### config.mk
export PLATFORM = sky130hd
export DESIGN_NAME = snn_layer
export DESIGN_NICKNAME = d
export VERILOG_FILES = /design/src/rtl/snn_pkg.sv /design/src/rtl/lif_neuron.sv /design/src/rtl/snn_layer.sv
export SDC_FILE = /design/constraint.sdc
export NUM_CORES = 1
export LEC_CHECK = 0
export CORE_MARGIN = 2
export CORE_UTILIZATION = 55
export DETAILED_ROUTE_END_ITERATION = 10
export PLACE_DENSITY = 0.79
export SETUP_SLACK_MARGIN = 0.5
export SLEW_MARGIN = 10
export SYNTH_ARGS = -nofsm -noshare
export SYNTH_HDL_FRONTEND = slang
export SYNTH_SLANG_ARGS = --single-unit
### constraint.sdc
create_clock -name clk -period 5.2 [get_ports clk]
set_input_delay 0.78 -clock clk [delete_from_list [all_inputs] [get_ports clk]]
set_output_delay 0.78 -clock clk [all_outputs]
set_load 0.02 [all_outputs]
### src/rtl/snn_pkg.sv
// Shared definitions for the spiking layer: FSM state encoding, default
// neuron constants and a width-generic saturating adder.
//   sat_add(a, b, w): a + b clamped to the signed range of w bits; operands
//   are passed sign-extended to SAT_W and the caller truncates back to w.
package snn_pkg;

  localparam int unsigned SAT_W          = 64;
  localparam int unsigned DEF_LEAK_SHIFT = 4;
  localparam logic signed [23:0] DEF_THRESH = 24'sd40000;
  localparam logic signed [15:0] DEF_WINIT  = 16'sd2000;

  typedef enum logic [1:0] {
    ST_IDLE  = 2'd0,
    ST_ACCUM = 2'd1,
    ST_FIRE  = 2'd2,
    ST_EMIT  = 2'd3
  } state_e;

  // One guard bit above SAT_W keeps the raw sum exact before clamping.
  function automatic logic signed [SAT_W-1:0] sat_add(
    input logic signed [SAT_W-1:0] a,
    input logic signed [SAT_W-1:0] b,
    input int unsigned             w
  );
    logic signed [SAT_W:0] s;
    logic signed [SAT_W:0] hi;
    logic signed [SAT_W:0] lo;
    s  = {a[SAT_W-1], a} + {b[SAT_W-1], b};
    hi = (65'sd1 <<< (w - 1)) - 65'sd1;
    lo = -(65'sd1 <<< (w - 1));
    if (s > hi)      return SAT_W'(hi);
    else if (s < lo) return SAT_W'(lo);
    else             return SAT_W'(s);
  endfunction

endpackage

### src/rtl/lif_neuron.sv
// One leaky integrate-and-fire neuron: leak, saturating integrate, threshold
// compare and refractory countdown. The layer decides who actually fires.
//   clk, rst     : clock, synchronous active-high reset
//   upd_i        : apply the timestep update this cycle
//   acc_i        : accumulated synaptic input for the timestep
//   fire_i       : layer grants a spike (only ever set when cand_c is high)
//   inhibit_i    : lateral inhibition, clears the membrane of a loser
//   cand_c       : non-refractory and v' >= THRESH (combinational)
//   vp_c         : candidate membrane v', exported only in the
//                  SNN_LAYER_WTA_EN build where the arbiter compares it
module lif_neuron
  import snn_pkg::*;
#(
  parameter int unsigned          MW         = 24,
  parameter logic signed [MW-1:0] THRESH     = DEF_THRESH,
  parameter int unsigned          LEAK_SHIFT = DEF_LEAK_SHIFT,
  parameter int unsigned          REFRAC     = 3
) (
  input  logic                 clk,
  input  logic                 rst,
  input  logic                 upd_i,
  input  logic signed [MW-1:0] acc_i,
  input  logic                 fire_i,
  input  logic                 inhibit_i,
`ifdef SNN_LAYER_WTA_EN
  output logic signed [MW-1:0] vp_c,
`endif
  output logic                 cand_c
);

  logic signed [MW-1:0] v_q, v_d;
  logic [3:0]           r_q, r_d;
  logic signed [MW-1:0] leak_c;
  logic signed [MW-1:0] vp_int_c;

  // Leak never overflows: it moves v towards zero by at most |v|.
  always_comb begin
    leak_c   = v_q - (v_q >>> LEAK_SHIFT);
    vp_int_c = MW'(sat_add(SAT_W'(leak_c), SAT_W'(acc_i), MW));
    cand_c   = (r_q == 4'd0) && (vp_int_c >= THRESH);
    v_d      = v_q;
    r_d      = r_q;
    if (upd_i) begin
      if (r_q != 4'd0) begin
        r_d = r_q - 4'd1;
        v_d = leak_c;
      end else if (fire_i) begin
        v_d = '0;
        r_d = 4'(REFRAC);
      end else if (inhibit_i) begin
        v_d = '0;
      end else begin
        v_d = vp_int_c;
      end
    end
  end

`ifdef SNN_LAYER_WTA_EN
  assign vp_c = vp_int_c;
`endif

  always_ff @(posedge clk) begin
    if (rst) begin
      v_q <= '0;
      r_q <= '0;
    end else begin
      v_q <= v_d;
      r_q <= r_d;
    end
  end

endmodule

### src/rtl/snn_layer.sv
// Parametrised LIF excitatory layer. Accepts an input spike vector, sums the
// weights of active inputs into every neuron (one input per cycle), applies
// the neuron update and emits a one-cycle output spike vector.
// Build option: SNN_LAYER_WTA_EN enables winner-take-all lateral inhibition.
//   clk, rst                 : clock, synchronous active-high reset
//   en                       : global enable, low freezes all state
//   in_valid/in_ready        : input handshake, in_spikes is the vector
//   w_wr_en/pre/post/data    : runtime weight write, honoured only in IDLE
//   out_valid/out_spikes     : one-cycle result pulse, spikes held afterwards
//   busy                     : a timestep is in progress
module snn_layer
  import snn_pkg::*;
#(
  parameter int unsigned                  DW         = 16,
  parameter int unsigned                  INT_DW     = 8,
  parameter int unsigned                  INPUTNUM   = 10,
  parameter int unsigned                  EXCNUM     = 2,
  parameter logic signed [DW+INT_DW-1:0]  THRESH     = DEF_THRESH,
  parameter int unsigned                  LEAK_SHIFT = DEF_LEAK_SHIFT,
  parameter int unsigned                  REFRAC     = 3,
  parameter logic signed [DW-1:0]         WINIT      = DEF_WINIT,
  localparam int unsigned PRE_W  = (INPUTNUM > 1) ? $clog2(INPUTNUM) : 1,
  localparam int unsigned POST_W = (EXCNUM > 1) ? $clog2(EXCNUM) : 1
) (
  input  logic                 clk,
  input  logic                 rst,
  input  logic                 en,
  input  logic                 in_valid,
  output logic                 in_ready,
  input  logic [INPUTNUM-1:0]  in_spikes,
  input  logic                 w_wr_en,
  input  logic [PRE_W-1:0]     w_wr_pre,
  input  logic [POST_W-1:0]    w_wr_post,
  input  logic signed [DW-1:0] w_wr_data,
  output logic                 out_valid,
  output logic [EXCNUM-1:0]    out_spikes,
  output logic                 busy
);

  localparam int unsigned MW = DW + INT_DW;

  state_e               state_q, state_d;
  logic [PRE_W-1:0]     idx_q, idx_d;
  logic [INPUTNUM-1:0]  spk_q;
  logic signed [MW-1:0] acc_q [EXCNUM];
  logic signed [DW-1:0] w_q [INPUTNUM][EXCNUM];
  logic                 out_valid_q;
  logic [EXCNUM-1:0]    out_spikes_q;

  logic                 accept_c;
  logic                 upd_c;
  logic                 w_ok_c;
  logic [EXCNUM-1:0]    cand_c;
  logic [EXCNUM-1:0]    win_c;
  logic [EXCNUM-1:0]    inh_c;

  assign in_ready   = en && (state_q == ST_IDLE);
  assign busy       = (state_q != ST_IDLE);
  assign accept_c   = in_valid && in_ready;
  assign upd_c      = en && (state_q == ST_FIRE);
  assign w_ok_c     = w_wr_en && in_ready && (32'(w_wr_pre) < INPUTNUM)
                      && (32'(w_wr_post) < EXCNUM);
  assign out_valid  = out_valid_q;
  assign out_spikes = out_spikes_q;

  // Next-state logic; en low holds every register including the FSM.
  always_comb begin
    state_d = state_q;
    idx_d   = idx_q;
    if (en) begin
      case (state_q)
        ST_IDLE: begin
          if (in_valid) begin
            state_d = ST_ACCUM;
            idx_d   = '0;
          end
        end
        ST_ACCUM: begin
          if (32'(idx_q) == INPUTNUM - 1) state_d = ST_FIRE;
          else                            idx_d   = idx_q + PRE_W'(1);
        end
        ST_FIRE: state_d = ST_EMIT;
        ST_EMIT: state_d = ST_IDLE;
        default: state_d = ST_IDLE;
      endcase
    end
  end

  // FSM, accumulators and output registers.
  always_ff @(posedge clk) begin
    if (rst) begin
      state_q      <= ST_IDLE;
      idx_q        <= '0;
      spk_q        <= '0;
      out_valid_q  <= 1'b0;
      out_spikes_q <= '0;
      for (int k = 0; k < int'(EXCNUM); k++) acc_q[k] <= '0;
    end else begin
      state_q     <= state_d;
      idx_q       <= idx_d;
      out_valid_q <= (state_d == ST_EMIT);
      if (accept_c) begin
        spk_q <= in_spikes;
        for (int k = 0; k < int'(EXCNUM); k++) acc_q[k] <= '0;
      end else if (en && (state_q == ST_ACCUM) && spk_q[idx_q]) begin
        for (int k = 0; k < int'(EXCNUM); k++)
          acc_q[k] <= MW'(sat_add(SAT_W'(acc_q[k]), SAT_W'(w_q[idx_q][k]), MW));
      end
      if (upd_c) out_spikes_q <= win_c;
    end
  end

  // Weight store; a write alongside an accept lands before ACCUM reads it.
  always_ff @(posedge clk) begin
    if (rst) begin
      for (int i = 0; i < int'(INPUTNUM); i++)
        for (int k = 0; k < int'(EXCNUM); k++)
          w_q[i][k] <= WINIT;
    end else if (w_ok_c) begin
      w_q[w_wr_pre][w_wr_post] <= w_wr_data;
    end
  end

`ifdef SNN_LAYER_WTA_EN
  logic signed [MW-1:0] vp_c [EXCNUM];
  logic                 found_c;
  logic signed [MW-1:0] best_c;
`endif

  // Fire arbitration: strict '>' keeps the lowest index on ties.
  always_comb begin
    win_c = '0;
    inh_c = '0;
`ifdef SNN_LAYER_WTA_EN
    found_c = 1'b0;
    best_c  = '0;
    for (int k = 0; k < int'(EXCNUM); k++) begin
      if (cand_c[k] && (!found_c || (vp_c[k] > best_c))) begin
        found_c = 1'b1;
        best_c  = vp_c[k];
        win_c   = EXCNUM'(1) << k;
      end
    end
    if (found_c) inh_c = ~win_c;
`else
    win_c = cand_c;
`endif
  end

  for (genvar k = 0; k < int'(EXCNUM); k++) begin : g_neuron
    lif_neuron #(
      .MW         (MW),
      .THRESH     (THRESH),
      .LEAK_SHIFT (LEAK_SHIFT),
      .REFRAC     (REFRAC)
    ) u_neuron (
      .clk       (clk),
      .rst       (rst),
      .upd_i     (upd_c),
      .acc_i     (acc_q[k]),
      .fire_i    (win_c[k]),
      .inhibit_i (inh_c[k]),
`ifdef SNN_LAYER_WTA_EN
      .vp_c      (vp_c[k]),
`endif
      .cand_c    (cand_c[k])
    );
  end

endmodule

==> results of run 1 <==
sequential cells by signal (all words and copies together), names as in the netlist, named ones only:
| register | cells |
|---|---|
| out_spikes | 2 |
| state_q | 2 |
| g_neuron.u_neuron.v_q | 48 |
| spk_q | 10 |
| out_valid | 1 |
| g_neuron.u_neuron.r_q | 8 |
| acc_q | 48 |
| idx_q | 4 |
| w_q | 512 |
cells by family (layout without fill, tap and decap cells):
family	after synthesis	in the layout	synth area share
simple gates	739	739	0.118
flops	639	639	0.540
compound gates	592	593	0.117
buf+inv	249	555	0.0276
mux	173	173	0.110
fa+ha+maj	153	153	0.0574
xor+xnor	116	116	0.0298
other cells	1	194	0.000110
critical path, cell delays in order (launching register included):
cell and delay [ns]:
dfxtp_1 0.34, inv_2 0.06, ha_4 0.17, inv_2 0.07, fa_2 0.21, a21o_1 0.17
a21oi_2 0.10, o21ai_2 0.23, nand3_2 0.11, a21oi_1 0.27, o221ai_2 0.15, buf_4 0.16
xnor2_2 0.17, ha_4 0.33, nand4_1 0.15, nor3_2 0.30, nand3_1 0.16, a21oi_2 0.23
a2111oi_4 0.07, xnor2_2 0.19, a2111oi_4 0.35, o2111ai_2 0.21, a21oi_4 0.33, buf_6 0.15
buf_6 0.08, buf_6 0.08, nand2_4 0.08, o22ai_2 0.17
per-stage QoR:
step	utilization	hold slack (ns)	instance area (µm²)	setup TNS, ns
after detailed placement	0.598	0.448	36800	-3.52
after floorplan	-	0.433	35000	0
after global placement	0.598	0.441	36800	-0.489
after CTS	0.674	0.454	41500	0
after global routing	0.698	0.485	42900	-7.03
final	0.698	0.455	42900	-0.00677
placed cells by master, fill, tap and decap left out, types with 14 or more instances in the layout:
cell type,count
nand3_1,22
buf_6,42
edfxtp_1,560
dfxtp_1,66
xnor2_1,50
buf_4,210
ha_1,104
a21o_1,59
clkdlybuf4s50_1,39
a211oi_2,14
mux4_2,162
nand2_1,97
xnor2_2,17
or3_1,109
inv_1,91
nor3_1,27
o211ai_1,14
a21oi_2,25
buf_12,18
nor2b_1,18
xor2_1,44
o21a_1,24
a211oi_1,18
o21bai_1,14
o21ai_0,64
clkbuf_16,74
nand2b_1,47
o21ai_1,32
a221oi_2,21
and2_1,207
nor2_1,107
o21ai_2,50
ha_4,38
conb_1,192
a21oi_1,108
or2_2,14
worst min path at each step:
stage,to,slack [ns]
final,out_spikes[1],0.45
after global routing,spk_q[1],0.49
after CTS,out_spikes[1],0.45
after detailed placement,out_spikes[1],0.45
after global placement,spk_q[4],0.44
after floorplan,spk_q[2],0.43
final cells by class:
| class | count | area [µm²] |
|---|---|---|
| Clock inverter | 37 | 450 |
| Sequential cell | 639 | 18400 |
| Tap cell | 790 | 988 |
| Fill cell | 3853 | 18600 |
| Clock buffer | 86 | 1900 |
| Inverter | 100 | 378 |
| Antenna cell | 2 | 5.00 |
| Timing Repair Buffer | 332 | 3350 |
| Multi-Input combinational cell | 1966 | 17400 |
layer usage:
| layer | global-route usage | part of all wire |
|---|---|---|
| met3 | 0.0525 | 0.073 |
| met4 | 0.107 | 0.040 |
| met2 | 0.480 | 0.50 |
| met1 | 0.354 | 0.39 |
| met5 | 0 | 0 |
report_power, final:
part | internal (mW) | leakage (nW) | switching, mW
Combinational | 0.492 | 8.78 | 0.625
Clock | 3.01 | 1.15 | 2.11
Sequential | 5.81 | 5.97 | 0.0918
repair_timing:
| item | in CTS | in global routing |
|---|---|---|
| cloned | 14 | 1 |
| buffers inserted | 109 | 56 |
| setup endpoints to repair | 99 | 101 |
| pin swaps | 146 | 141 |
| gates resized for setup | 239 | 222 |
==> impl_results.md, run 1 <==
- Initial antenna violation count: 2
- Vias in the first global route: 24800
- Post-CTS Hold Fix Bufs: 0
- Initial Utilization: 0.555
- Final Skew: 0.0259 ns
- Share of layout cells above drive strength 1: 0.284
- Cell variety after synth: 82
- Max Cap Violations: 0
- Router iterations before antenna repair: 7
- Final hold vios: 0
- Post-layout power: 12.1 mW
- CP Max Fanout: 6
- Min Tclk post-route: 5.21 ns
- Port Buf Inserts: 40
- Clock root cell: clkbuf_16
- Gr usage total: 0.280
- Critical Path RT: 5.74 ns
- Worst Max-Slew Pin Slew: 1.28 ns
- Final worst slack: -0.00677 ns
- Fmax: 192 MHz
- Post-Syn Area: 0.0341 mm²
- Rel. slew slack: 0.148
- R2R Setup Slk: -0.007 ns
- Synth top area share: 0.493
- Min-delay src: out_spikes[1]
- Largest net degree at the start of global routing: 64
- Io pins: 41
- Yosys top cell by area: edfxtp_1
- Grt total ovfl: 0
- H-tree levels: 3
- Pre-CTS setup slack: -0.200 ns
- Failing checks: negative setup slack
- Max clock buf depth: 3
- Number of setup violations in the final report: 1
- Hold Crit Class: reg -> reg
- EDFF count, synth: 560
- Clock Pin Slew Worst Setup and Hold Paths: roughly 0.060 ns
- Setup crit start: g_neuron[0].u_neuron.v_q[0]
- First-pass GRT wire length: 137 mm
- DRC errors left: 0
- Die X: around 250 µm
- Post-Route WL: 92.5 mm
- Row count: slightly above 90
- Sequential area share after synthesis: 0.540
- Mean Syn Cell Area: 12.8 µm²
- GP Congestion: 0.890
- Die height: about 250 µm
- Full die area: 0.0640 mm²
- Fin crit share: 1.00
- DR iter-0 viols: about 2300
- CP Class: reg -> reg
- Ys async rst share: 0
- WHS Path Cells: 2
- Synth Flop Type: edfxtp_1
- Clock Sinks: 639
- Core area: about 0.061 mm²
- NumNets Final: between 3000 and 4000
- CTS tree: done
- Cts bufs inserted: 69
- Non-Filler Instances: 3952
- Most numerous cell in the Yosys netlist: edfxtp_1
- CP arrival: 5.75 ns
- Max VDD drop: 305 µV
- Dpl cells: 3647
- Area delta synth->final: 25.9%
- Clock latency on the worst-skew pair: 0.63 ns
- Via density: 6.22
- Area contributors post-synth: edfxtp_1, mux4_2, ha_1
- YS warnings: 0
- WL/cell: 23.4 µm
- Leak: 15.9 nW
- Hpwl dp: 54.6 mm
- R2R cell count: 27
- Worst R2R End: g_neuron[0].u_neuron.v_q[5]
- Vias: 24600
- PwrDens: 283 mW/mm²
- Seq cells post-synth: 639
- Syn Inst Count: 2662
- Most frequent cells after synthesis: edfxtp_1, and2_1, mux4_2
- Slew Limit Fails: 0
- Status: finished, violations left
- Unrepaired setup endpoints after global routing: yes
- Worst setup endpoint: g_neuron[0].u_neuron.v_q[5]
- Antenna viol nets, final: 0
- RR Startpoint: g_neuron[0].u_neuron.v_q[0]
- Crit start category: register
- CP Capture Type: register
No activity file was read; power rests on OpenSTA's default activity.
==> run 2: changes to the inputs <==
- CORE_UTILIZATION: 55 -> 50
- PLACE_DENSITY: 0.79 -> 0.73
==> impl_results.md, run 2 (synthesis results as in run 1) <==
- Max clock buf depth: 3 (unchanged)
- Router iterations before antenna repair: 5 (was 7)
- Vias in the first global route: 24100 (was 24800)
- Max VDD drop: 311 µV (was 305 µV)
- Grt total ovfl: 0 (unchanged)
- Non-Filler Instances: 4025 (was 3952)
- Post-layout power: 11.9 mW (was 12.1 mW)
- Number of setup violations in the final report: 0 (was 1)
- WL/cell: 21.8 µm (was 23.4 µm)
- Crit start category: register (unchanged)
- Via density: 5.94 (was 6.22)
- Clk network pwr share: 0.415 (was 0.422)
- Post-Route WL: 87.8 mm (was 92.5 mm)
- Largest net degree at the start of global routing: 64 (unchanged)
- Internal: 9.13 mW (was 9.31 mW)
- Worst Max-Slew Pin Slew: 1.31 ns (was 1.28 ns)
- ANT cells: 0 (was 2)
- CP max stage cell: dfxtp_2 (was a2111oi_4)
- Clock latency on the worst-skew pair: 0.63 ns (about the same)
- Critical Path RT: 5.70 ns (was 5.74 ns)
- WHS Path Cells: 2 (unchanged)
- Vias: 23900 (was 24600)
- Max Cap Violations: 0 (unchanged)
- Switching pwr: 2.74 mW (was 2.82 mW)
- Area after DPL: 0.0369 mm² (was 0.0368 mm²)
- Hpwl dp: 56.1 mm (was 54.6 mm)
- Slew Limit Fails: 0 (unchanged)
- NumNets Final: 3292 (was 3296)
- Rel. slew slack: 0.127 (was 0.148)
- Status: complete, no violations (was finished, violations left)
- CP Class: reg -> reg (unchanged)
- GR peak layer: met2 (unchanged)
- Met3 usage: 0.0365 (was 0.0525)
- Sequential power share: 0.496 (was 0.486)
- Gate power share: 0.089 (was 0.092)
- Sw frac: 0.230 (was 0.233)
- CP Capture Type: register (unchanged)
- Biggest register: w_q (unchanged)
- Min-delay src: out_spikes[0] (was out_spikes[1])
- Setup crit start: g_neuron[0].u_neuron.v_q[5] (was g_neuron[0].u_neuron.v_q[0])
- Met2 usage: 0.425 (was 0.480)
- Unrepaired setup endpoints after global routing: yes (unchanged)
- Io pins: 41 (unchanged)
- CP Max Fanout: 4 (was 6)
- Hold Crit Class: reg -> reg (unchanged)
- Clock Sinks: 639 (unchanged)
- Share of layout cells above drive strength 1: 0.274 (was 0.284)
- Critical Path Max Stage Delay: 0.32 ns (was 0.35 ns)
- Final Skew: 0.0218 ns (was 0.0259 ns)
- Area delta synth->final: 24.4% (was 25.9%)
- Final worst slack: 0.00862 ns (was -0.00677 ns)
- Largest registers: w_q (512), acc_q (48), g_neuron.u_neuron.v_q (48) (unchanged)
- Clock Pin Slew Worst Setup and Hold Paths: 0.06 ns (about the same)
- Core area: 0.0674 mm² (was 0.0615 mm²)
- Row count: 95 (was 91)
- Clock root cell: clkbuf_16 (unchanged)
- R2R cell count: 29 (was 27)
- GP Congestion: 0.911 (was 0.890)
- Commonest non-fill, non-tap cell in the layout: edfxtp_1 (unchanged)
- DRC errors left: 0 (unchanged)
- RR Startpoint: g_neuron[0].u_neuron.v_q[5] (was g_neuron[0].u_neuron.v_q[0])
- Max reg flops: 512 (unchanged)
- Fmax: 193 MHz (was 192 MHz)
- Most numerous cell on the critical path: buf_6 (unchanged)
- Initial Utilization: 0.506 (was 0.555)
- Fin crit share: 0.998 (was 1.00)
- Dpl cells: 3735 (was 3647)
- R2R Setup Slk: 0.009 ns (was -0.007 ns)
- DR iter-0 viols: 1922 (was 2296)
- Pre-CTS setup slack: -0.0966 ns (was -0.200 ns)
- Die X: 265 µm (was 253 µm)
- Leak: 15.7 nW (was 15.9 nW)
- Initial antenna violation count: 0 (was 2)
- First-pass GRT wire length: 135 mm (was 137 mm)
- Design area: 0.0424 mm² (was 0.0429 mm²)
- Gr usage total: 0.248 (was 0.280)
- CTS tree: done (unchanged)
- Die height: 265 µm (was 253 µm)
- Port Buf Inserts: 40 (unchanged)
- Most frequent cells in the layout: edfxtp_1, buf_4, and2_1 (unchanged)
- Final hold vios: 0 (unchanged)
- Min Tclk post-route: 5.19 ns (was 5.21 ns)
- Worst R2R End: g_neuron[0].u_neuron.v_q[3] (was g_neuron[0].u_neuron.v_q[5])
- CP arrival: 5.69 ns (was 5.75 ns)
- Met1 usage: 0.328 (was 0.354)
- Full die area: 0.0703 mm² (was 0.0640 mm²)
- Cts bufs inserted: 70 (was 69)
- H-tree levels: 3 (unchanged)
- Post-Route Setup TNS: 0 ns (was -0.00677 ns)
- PwrDens: 280 mW/mm² (was 283 mW/mm²)
- Antenna viol nets, final: 0 (unchanged)
- Worst Hold End: out_spikes[0] (was out_spikes[1])
## run 2: changes by cell type in the layout (fill, tap and decap cells not counted), sizes merged
cell / delta
clkdlybuf4s50: -1
diode: -2
bufbuf: -2
bufinv: -2
clkbuf: -2
inv: +1
buf: -2
## run 2: final cells by class
type / count / area, µm²
fill: 4901 / 25000
sequential: 639 / 18400
multi-input combinational: 1966 / 17100
timing repair buffer: 327 / 3150
clock buffer: 84 / 1870
tap: 873 / 1090
clock inverter: 36 / 392
inverter: 100 / 380
## run 2: stage by stage
step | utilization | hold WS [ns]
floorplan | - | 0.433
detailed placement | 0.548 | 0.447
global route | 0.629 | 0.467
finish | 0.629 | 0.448
global placement | 0.548 | 0.443
CTS | 0.614 | 0.453
## run 2: critical path, delay by kind of cell (launching register included)
kind,cells,cell delay [ns]
AND/OR/NAND/NOR,7,0.74
flip-flops,1,0.32
AO/OA/AOI/OAI,12,2.36
buffers and inverters,7,0.99
adder cells (fa/ha/maj),2,0.45
XOR/XNOR,1,0.18
## run 2: layer usage
metal | vias to the layer above | share of wire | routed length [µm]
met2 | 855 | 0.50 | 43700
li1 | 10900 | - | -
met4 | 0 | 0.029 | 2580
met5 | - | 0 | 0
met1 | 12000 | 0.41 | 36200
met3 | 186 | 0.059 | 5210
## run 2: timing repair
item	4_1_cts	5_1_grt
pin swaps	130	114
gates cloned	14	1
buffers inserted	113	42
resized for setup	247	164
hold buffers	0	0
endpoints found under the setup margin	99	101
## run 2: power groups by stage
stage	clock, mW	sequential (mW)	combinational, mW
2_1_floorplan	0	5.95	0.574
3_3_place_gp	0	5.97	0.807
3_5_place_dp	0	5.99	0.833
4_1_cts	5.00	5.89	0.966
5_1_grt	5.19	5.90	1.13
6_report	4.93	5.88	1.05
## run 2: how the worst max path moves through the flow
| stage | to | slack (ns) | cells after the start |
|---|---|---|---|
| global placement | g_neuron[1].u_neuron.v_q[5] | 0.14 | 23 |
| CTS | g_neuron[1].u_neuron.v_q[9] | 0.15 | 22 |
| detailed placement | g_neuron[1].u_neuron.v_q[9] | -0.1 | 23 |
| global route | g_neuron[1].u_neuron.v_q[9] | -0.14 | 24 |
| floorplan | g_neuron[1].u_neuron.r_q[1] | 0.42 | 23 |
| finish | g_neuron[0].u_neuron.v_q[3] | 0.009 | 29 |
==> run 3: changes to the inputs <==
- CAP_MARGIN: default -> 20
- SKIP_CTS_REPAIR_TIMING: default -> 1
==> impl_results.md, run 3 (synthesis results as in run 1) <==
- Sequential power share: 0.500 (was 0.496)
- Die height: 265 µm (unchanged)
- CP Max Fanout: 5 (was 4)
- Unrepaired setup endpoints after global routing: yes (unchanged)
- Max Cap Violations: 0 (unchanged)
- Internal: 9.09 mW (was 9.13 mW)
- Dpl cells: 3735 (unchanged)
- Switching pwr: 2.68 mW (was 2.74 mW)
- CP top delay family: compound AO/OA/AOI/OAI gates (unchanged)
- Via density: 5.90 (was 5.94)
- Max reg flops: 512 (unchanged)
- Status: finished, violations left (was complete, no violations)
- CP Capture Type: register (unchanged)
- Design area: 0.0414 mm² (was 0.0424 mm²)
- Full die area: 0.0703 mm² (unchanged)
- Clk network pwr share: 0.418 (was 0.415)
- Finished Core Util: 0.615 (was 0.629)
- Gr usage total: 0.232 (was 0.248)
- Max VDD drop: 310 µV (was 311 µV)
- Worst hold slack: 0.455 ns (was 0.448 ns)
- Leak: 15.2 nW (was 15.7 nW)
- Final Skew: 0.0204 ns (was 0.0218 ns)
- Hold Crit Class: reg -> reg (unchanged)
- Share of layout cells above drive strength 1: 0.238 (was 0.274)
- Post-Route Setup TNS: -0.0336 ns (was 0 ns)
- Failing checks: negative setup slack
- Number of setup violations in the final report: 2 (was 0)
- Slew Limit Fails: 0 (unchanged)
- Fmax: 192 MHz (was 193 MHz)
- Post-layout power: 11.8 mW (was 11.9 mW)
- Final hold vios: 0 (unchanged)
- CTS tree: done (unchanged)
- Initial Utilization: 0.506 (unchanged)
- CP max stage cell: or4_4 (was dfxtp_2)
- CP cell instances: inv_2 -> ha_4 -> inv_2 -> fa_2 -> a21o_1 -> a21oi_2 -> a21boi_2 -> o31ai_4 -> a21oi_4 -> a31o_4 -> a221oi_4 -> xnor2_2 -> ha_4 -> a21o_1 -> a21oi_2 -> buf_4 -> a21boi_0 -> o22ai_1 -> a311oi_2 -> nand3_1 -> or4_4 -> a21oi_4 -> a221oi_2 -> a211oi_2
- Gate power share: 0.082 (was 0.089)
- Pre-CTS setup slack: -0.0966 ns (unchanged)
- Clock latency on the worst-skew pair: 0.62 ns (was 0.63 ns)
- Row count: 95 (unchanged)
- Vias: 23300 (was 23900)
- Clock root cell: clkbuf_16 (unchanged)
- DR iter-0 viols: 1892 (was 1922)
- Max clock buf depth: 3 (unchanged)
- Largest net degree at the start of global routing: 64 (unchanged)
- Most frequent cells in the layout: edfxtp_1, and2_1, conb_1 (was edfxtp_1, buf_4, and2_1)
- Rel. slew slack: 0.211 (was 0.127)
- Critical Path RT: 5.74 ns (was 5.70 ns)
- Area after DPL: 0.0369 mm² (unchanged)
- Router iterations before antenna repair: 6 (was 5)
- Worst Max-Slew Pin Slew: 1.18 ns (was 1.31 ns)
- Grt total ovfl: 0 (unchanged)
- H-tree levels: 3 (unchanged)
- Port Buf Inserts: 40 (unchanged)
- Crit start category: register (unchanged)
- Min Tclk post-route: 5.22 ns (was 5.19 ns)
- PwrDens: 284 mW/mm² (was 280 mW/mm²)
- Sw frac: 0.228 (was 0.230)
- CP Class: reg -> reg (unchanged)
- Clock Pin Slew Worst Setup and Hold Paths: 0.06 ns (about the same)
- NumNets Final: 3218 (was 3292)
- Hpwl dp: 56.1 mm (unchanged)
- Core area: 0.0674 mm² (unchanged)
- Critical Path Max Stage Delay: 0.57 ns (was 0.32 ns)
- Die X: 265 µm (unchanged)
- DRC errors left: 0 (unchanged)
- Non-Filler Instances: 3952 (was 4025)
- Antenna viol nets, final: 0 (unchanged)
- Io pins: 41 (unchanged)
- Initial antenna violation count: 0 (unchanged)
- Cts bufs inserted: 70 (unchanged)
- Clock Sinks: 639 (unchanged)
- Buf+Inv Stages, Crit Path: 3 (was 7)
- CP arrival: 5.75 ns (was 5.69 ns)
- Biggest register: w_q (unchanged)
- Fin crit share: 1.00 (was 0.998)
- Area delta synth->final: 21.5% (was 24.4%)
- Largest registers: w_q (512), acc_q (48), g_neuron.u_neuron.v_q (48) (unchanged)
- WL/cell: 21.5 µm (was 21.8 µm)
- Commonest non-fill, non-tap cell in the layout: edfxtp_1 (unchanged)
- First-pass GRT wire length: 128 mm (was 135 mm)
- Post-Route WL: 84.9 mm (was 87.8 mm)
- GP Congestion: 0.911 (unchanged)
- Vias in the first global route: 23000 (was 24100)
- Final worst slack: -0.0174 ns (was 0.00862 ns)
-- run 3: cell types whose count changed in the layout (fill, tap and decap cells not counted), sizes merged --
cell    before  now
buf        287  210
bufbuf       1    0
diode        0    1
clkbuf      85   89
-- run 3: cell type report --
class	count	area, µm²
Inverter	100	378
Fill cell	5029	26000
Antenna cell	1	2.50
Clock buffer	84	1870
Multi-Input combinational cell	1966	16800
Sequential cell	639	18400
Timing Repair Buffer	253	2450
Tap cell	873	1090
Clock inverter	36	392
-- run 3: final timing paths --
| kind | from | to | slack (ns) | depth (start not counted) |
|---|---|---|---|---|
| hold / removal | out_spikes[0] | out_spikes[0] | 0.46 | 2 |
| hold reg to reg | out_spikes[0] | out_spikes[0] | 0.46 | 2 |
| setup / recovery | g_neuron[1].u_neuron.v_q[0] | g_neuron[1].u_neuron.v_q[5] | -0.02 | 24 |
| setup reg to reg | g_neuron[1].u_neuron.v_q[0] | g_neuron[1].u_neuron.v_q[5] | -0.02 | 24 |
-- run 3: worst register-to-register path, delay by kind of cell, from the launching register on --
| family | cells | cell delay, ns |
|---|---|---|
| AOI/OAI and AO/OA | 15 | 2.93 |
| adders and majority gates | 3 | 0.78 |
| and+or+nand+nor | 2 | 0.69 |
| DFF | 1 | 0.31 |
| buffers and inverters | 3 | 0.23 |
| xor gates and xnor gates | 1 | 0.17 |
-- run 3: power groups by stage --
stage,registers [mW],clock network (mW),logic [mW]
floorplan,5.95,0,0.574
global placement,5.97,0,0.807
detailed placement,5.99,0,0.833
CTS,5.89,5.00,0.838
global route,5.90,5.19,1.05
finish,5.88,4.92,0.968
-- run 3: metal layers --
metal,global-route usage,part of all wire
met4,0.0615,0.024
met1,0.316,0.42
met5,0,0
met2,0.392,0.50
met3,0.0332,0.054
==> edit 1, RTL diff (flow settings as in run 3) <==
`v_q` no longer has a reset.
--- a/src/rtl/lif_neuron.sv
+++ b/src/rtl/lif_neuron.sv
@@ -61,13 +61,15 @@
 
   always_ff @(posedge clk) begin
     if (rst) begin
-      v_q <= '0;
       r_q <= '0;
     end else begin
-      v_q <= v_d;
       r_q <= r_d;
     end
   end
 
+  always_ff @(posedge clk) begin
+    v_q <= v_d;
+  end
+
 endmodule
 
Check against the original RTL: same outputs for any inputs over 4 cycles, from zero or initial values and one cycle with rst high; that may be too few to reach the edited logic, so the function may still have changed.
==> edit 1 against run 3 <==
  * The run still ends with setup timing left
  * Critical endpoint is now g_neuron[1].u_neuron.r_q[1]$_SDFFE_PP0P_
  * Cell area increased by 1.1%
  * Critical path type unchanged
  * Sequential cell count unchanged
  * Via count increased by 0.31%
  * Synthesized area increased by 1.4%
  * Total power increased by 2.2%
  * Worst setup slack got worse by 0.19 ns
  * Wire length decreased by 1.3%
==> edit 1: results <==
sta:
  finClkSkew_ns: 0.0611
  setup_viol: 50
  setup_ws_ns: -0.211
  setup_tns_ns: -7.05
  worst_pin_slew_ns: 1.12
setup_path:
  slowest_delay_ns: 0.38
  crit_arrival_ns: 5.91
  reg2reg_depth: 26
  worst_path_max_delay_cell: "fa_2"
  timing.rr.end: "g_neuron[1].u_neuron.r_q[1]$_SDFFE_PP0P_"
  critPathLaunch: "g_neuron[1].u_neuron.v_q[0]$_DFFE_PP_"
pwr:
  ir_worst_vdd_mv: 0.303
  leakagePower_uw: 0.0159
drt:
  routed_wl_mm: 83.8
  viasPerCell: 5.78
  drtPass1Iterations: 5
  first_iter_violations: 2195
clock_tree:
  cts_buffer_depth: 3
  cts_buffers: 71
  clk_latency_ns: 0.64
  clk_pin_slew_ns: 0.06
  htree_levels: 3
global_routing:
  grt_max_degree: 39
  grt_usage: 0.227
  antenna_found_initial: 4
  grt_pass1_vias: 23100
  grt_pass1_wl_mm: 125
outcome:
  status: "finished with violations"
  failed_checks: "setup timing"
final_layout:
  nets: 3244
  drive_gt1_frac: 0.234
  fin_cells: 4046
  top_regs: "w_q: 512 flops, acc_q: 48 flops, g_neuron.u_neuron.v_q: 48 flops"
placed_design:
  hpwl_mm: 54.8
  dpl_cell_area_um2: 37700
  placed_cells: 3828
  gp_congestion: 0.872
  dp_slack_ns: -0.260
logic_synthesis:
  synth_commonest_cells: "edfxtp_1 (608), and2_1 (209), mux4_2 (162)"
  yosys_warnings: 0
  synth_area_leaders: "edfxtp_1 (53%), mux4_2 (11%), ha_1 (5.3%), and2_1 (3.8%), a21oi_1 (2.0%)"
  synth_edf_count: 608
  synth_cell_types: 92
  synth_seq_area_share: 0.546
  avgSynthCellArea_um2: 13.0
min_path:
  worstHoldPathType: "reg2reg"
  min-delay-start: "spk_q[8]$_SDFFE_PP0P_"
==> edit 1: worst min-delay path by stage <==
stage / end / slack, ns / cells after the start
floorplan: spk_q[9]$_SDFFE_PP0P_ / 0.43 / 2
global placement: spk_q[6]$_SDFFE_PP0P_ / 0.44 / 2
detailed placement: spk_q[0]$_SDFFE_PP0P_ / 0.45 / 2
CTS: out_spikes[0]$_SDFFE_PP0P_ / 0.46 / 2
global route: spk_q[1]$_SDFFE_PP0P_ / 0.48 / 2
finish: spk_q[8]$_SDFFE_PP0P_ / 0.46 / 2
==> edit 1: area by class of cell <==
| class | instances | area [um2] |
|---|---|---|
| multi-input cells | 1964 | 16400 |
| inverters | 96 | 360 |
| fillers | 5159 | 26700 |
| repair buffers | 284 | 2750 |
| well taps | 931 | 1160 |
| diodes | 2 | 5.00 |
| clock buffers | 82 | 1830 |
| clock inverters | 48 | 472 |
| flip-flops and latches | 639 | 18900 |
==> edit 1: cell families (layout without fill, tap and decap cells) <==
group | Yosys count | count (layout) | synth area share
simple gates | 796 | 798 | 0.125
buf+inv | 258 | 510 | 0.0299
fa+ha+maj | 155 | 155 | 0.0572
other cells | 1 | 194 | 0.000108
xor+xnor | 111 | 111 | 0.0285
mux | 174 | 174 | 0.109
compound gates | 534 | 534 | 0.104
flops | 639 | 639 | 0.546
==> edit 1: report_power, final <==
part	switching [uW]	leakage [uW]	internal (uW)
registers	74.5	0.00624	5860
clock network	2130	0.00113	2770
logic	664	0.00853	522
total	2870	0.0159	9160
==> edit 1: layer usage <==
| layer | track usage | vias up | share of wire |
|---|---|---|---|
| li1 | - | 10800 | - |
| met1 | 0.300 | 11600 | 0.41 |
| met2 | 0.383 | 782 | 0.49 |
| met3 | 0.0407 | 169 | 0.068 |
| met4 | 0.0709 | 4 | 0.028 |
| met5 | 0 | - | 0.00033 |
==> edit 1: per-stage QoR <==
stage	power, uW	hold slack (ns)	utilization
6_report	12000	0.458	0.611
5_1_grt	12400	0.478	0.611
4_1_cts	11900	0.460	0.583
3_5_place_dp	7070	0.451	0.549
3_3_place_gp	7020	0.443	0.549
2_1_floorplan	6740	0.433	-
==> edit 1: tightest hold or removal path: cells and delay by family, from the launching register on <==
kind,cells,cell delay [ns]
DFF,1,0.31
and+or+nand+nor,1,0.05
AOI/OAI and AO/OA,1,0.05
==> edit 2, RTL diff (flow settings as in run 3) <==
Made on the original files. Change the parameter `INPUTNUM` from 10 to 20.
--- a/src/rtl/snn_layer.sv
+++ b/src/rtl/snn_layer.sv
@@ -13,7 +13,7 @@
 #(
   parameter int unsigned                  DW         = 16,
   parameter int unsigned                  INT_DW     = 8,
-  parameter int unsigned                  INPUTNUM   = 10,
+  parameter int unsigned                  INPUTNUM   = 20,
   parameter int unsigned                  EXCNUM     = 2,
   parameter logic signed [DW+INT_DW-1:0]  THRESH     = DEF_THRESH,
   parameter int unsigned                  LEAK_SHIFT = DEF_LEAK_SHIFT,
Ports: changed (resized in_spikes and w_wr_pre); port bits go from 41 to 52. The function was not compared with the original's and may differ.
==> edit 2 against run 3 <==
  * Critical endpoint is now g_neuron[0].u_neuron.v_q[11]$_SDFFE_PP0P_
  * Synthesized area rose by 66%
  * Total power rose by 77%
  * Worst hold slack got worse by 0.0014 ns
  * Non-clock buffer count is 139 higher
  * Worst setup slack gained 0.12 ns
  * Wire length up 63%
  * Die area increased by 65%
  * Sequential cell count rose by 524
  * Cell area increased by 66%
==> edit 2: results <==
outcome:
  status: "finished, final reports clean"
final_layout:
  area.growth.synth_to_final_pct: 21.4
  final.fill_count: 8109
  fin_cells: 6145
  top_regs: "w_q: 1024 flops, acc_q: 48 flops, g_neuron.u_neuron.v_q: 48 flops"
  nets: 4746
  drive_gt1_frac: 0.268
pwr:
  ir_worst_vdd_mv: 0.265
  leakagePower_uw: 0.0238
setup_path:
  reg2reg_setup_slack_ns: 0.1
  worst_path_max_delay_cell: "a2111o_1"
  worstPathMaxFanout: 5
  critPathTopFamily: "compound AO/OA/AOI/OAI gates"
  crit_arrival_ns: 5.73
  slowest_delay_ns: 0.42
drt:
  routed_wl_mm: 138
  drtPass1Iterations: 6
  first_iter_violations: 3532
  ant_nets: 0
  vias: 35700
placed_design:
  gp_congestion: 0.869
  dp_slack_ns: -0.0527
  io_buffers: 51
  hpwl_mm: 85.8
  placed_cells: 5759
sta:
  max_freq_mhz: 196
  finClkSkew_ns: 0.0444
  relSlewSlack: 0.259
global_routing:
  grt_pass1_vias: 34800
  antenna_found_initial: 7
  grt_usage: 0.222
  grt-busiest-layer: "met2"
  grt_pass1_wl_mm: 200
  grt.met2_usage: 0.364
  grt_use_met1: 0.310
  use_met3: 0.0349
  grt_max_degree: 75
clock_tree:
  cts_buffers: 118
  htree_levels: 3
  ctsRootBufferMaster: "clkbuf_16"
  clk_latency_ns: 0.72
  cts_buffer_depth: 3
  clk_pin_slew_ns: 0.07
logic_synthesis:
  avgSynthCellArea_um2: 14.5
  yosys_warnings: 0
  synth_cell_types: 93
  synth_commonest_cells: "edfxtp_1 (1072), and2_1 (415), mux4_2 (326)"
  async_flop_share: 0
  synth_edf_count: 1072
  synth_area_leaders: "edfxtp_1 (57%), mux4_2 (13%), and2_1 (4.6%), dfxtp_1 (3.2%), ha_1 (3.2%)"
  synth_seq_area_share: 0.600
min_path:
  worstHoldPathType: "reg2reg"
[edit 2: cell types whose count changed after synthesis, moves of 49 or more]
cell      delta
and2_1     +206
clkbuf_1   +103
edfxtp_1   +512
mux4_2     +164
nor2_1      +49
or3_1      +148
[edit 2: area by class of cell]
class / count / area (um2) / share of cell area
clock inverters: 72 / 779 / 0.0113
repair buffers: 392 / 3970 / 0.0577
flip-flops and latches: 1163 / 34000 / 0.495
clock buffers: 144 / 3070 / 0.0446
well taps: 1500 / 1880 / 0.0273
multi-input cells: 2792 / 24700 / 0.360
inverters: 81 / 304 / 0.00442
diodes: 1 / 2.50 / 0.0000364
[edit 2: worst min-delay path, cell delays in order (launching register included)]
cell and delay, ns:
dfxtp_1 0.30, nand2_1 0.05, a21oi_1 0.05
[edit 2: path summary, 6_finish.rpt]
path / endpoint / start / cells after the start
worst max register to register: g_neuron[0].u_neuron.v_q[11]$_SDFFE_PP0P_ / g_neuron[0].u_neuron.v_q[0]$_SDFFE_PP0P_ / 24
worst min register to register: spk_q[10]$_SDFFE_PP0P_ / spk_q[10]$_SDFFE_PP0P_ / 2
worst min-delay path: spk_q[10]$_SDFFE_PP0P_ / spk_q[10]$_SDFFE_PP0P_ / 2
worst max-delay path: g_neuron[0].u_neuron.v_q[11]$_SDFFE_PP0P_ / g_neuron[0].u_neuron.v_q[0]$_SDFFE_PP0P_ / 24
[edit 2: metrics by stage]
stage	setup TNS (ns)	area [um2]	util	hold WS (ns)
after floorplan	0	58300	-	0.433
after global placement	0	61000	0.542	0.440
after detailed placement	-0.294	61000	0.542	0.447
after CTS	-0.738	64900	0.577	0.455
after global routing	-1.22	68800	0.612	0.477
final	0	68800	0.612	0.454
[edit 2: where the power goes]
group          total, uW  switching, uW  internal (uW)  leakage, uW
sequential         10800            146          10600       0.0109
combinational       1530            875            651       0.0111
clock               8530           3640           4890      0.00186
total              20800           4660          16200       0.0238
[edit 2: layer usage]
| layer | share of wire | vias to the layer above | wire, um |
|---|---|---|---|
| met2 | 0.50 | 1289 | 68500 |
| met4 | 0.024 | 10 | 3250 |
| li1 | - | 16100 | - |
| met5 | 0.00046 | - | 63 |
| met1 | 0.41 | 18100 | 57100 |
| met3 | 0.067 | 231 | 9230 |
[edit 2: cells by family (layout without fill, tap and decap cells)]
family / Yosys count / in the layout / share of synthesized area
AO/OA/AOI/OAI: 626 / 629 / 0.0720
adder cells (fa/ha/maj): 158 / 158 / 0.0354
multiplexers: 363 / 364 / 0.137
other: 1 / 385 / 0.0000662
flip-flops: 1163 / 1163 / 0.600
buffers and inverters: 352 / 689 / 0.0237
XOR/XNOR: 116 / 116 / 0.0181
AND/OR/NAND/NOR: 1140 / 1141 / 0.113
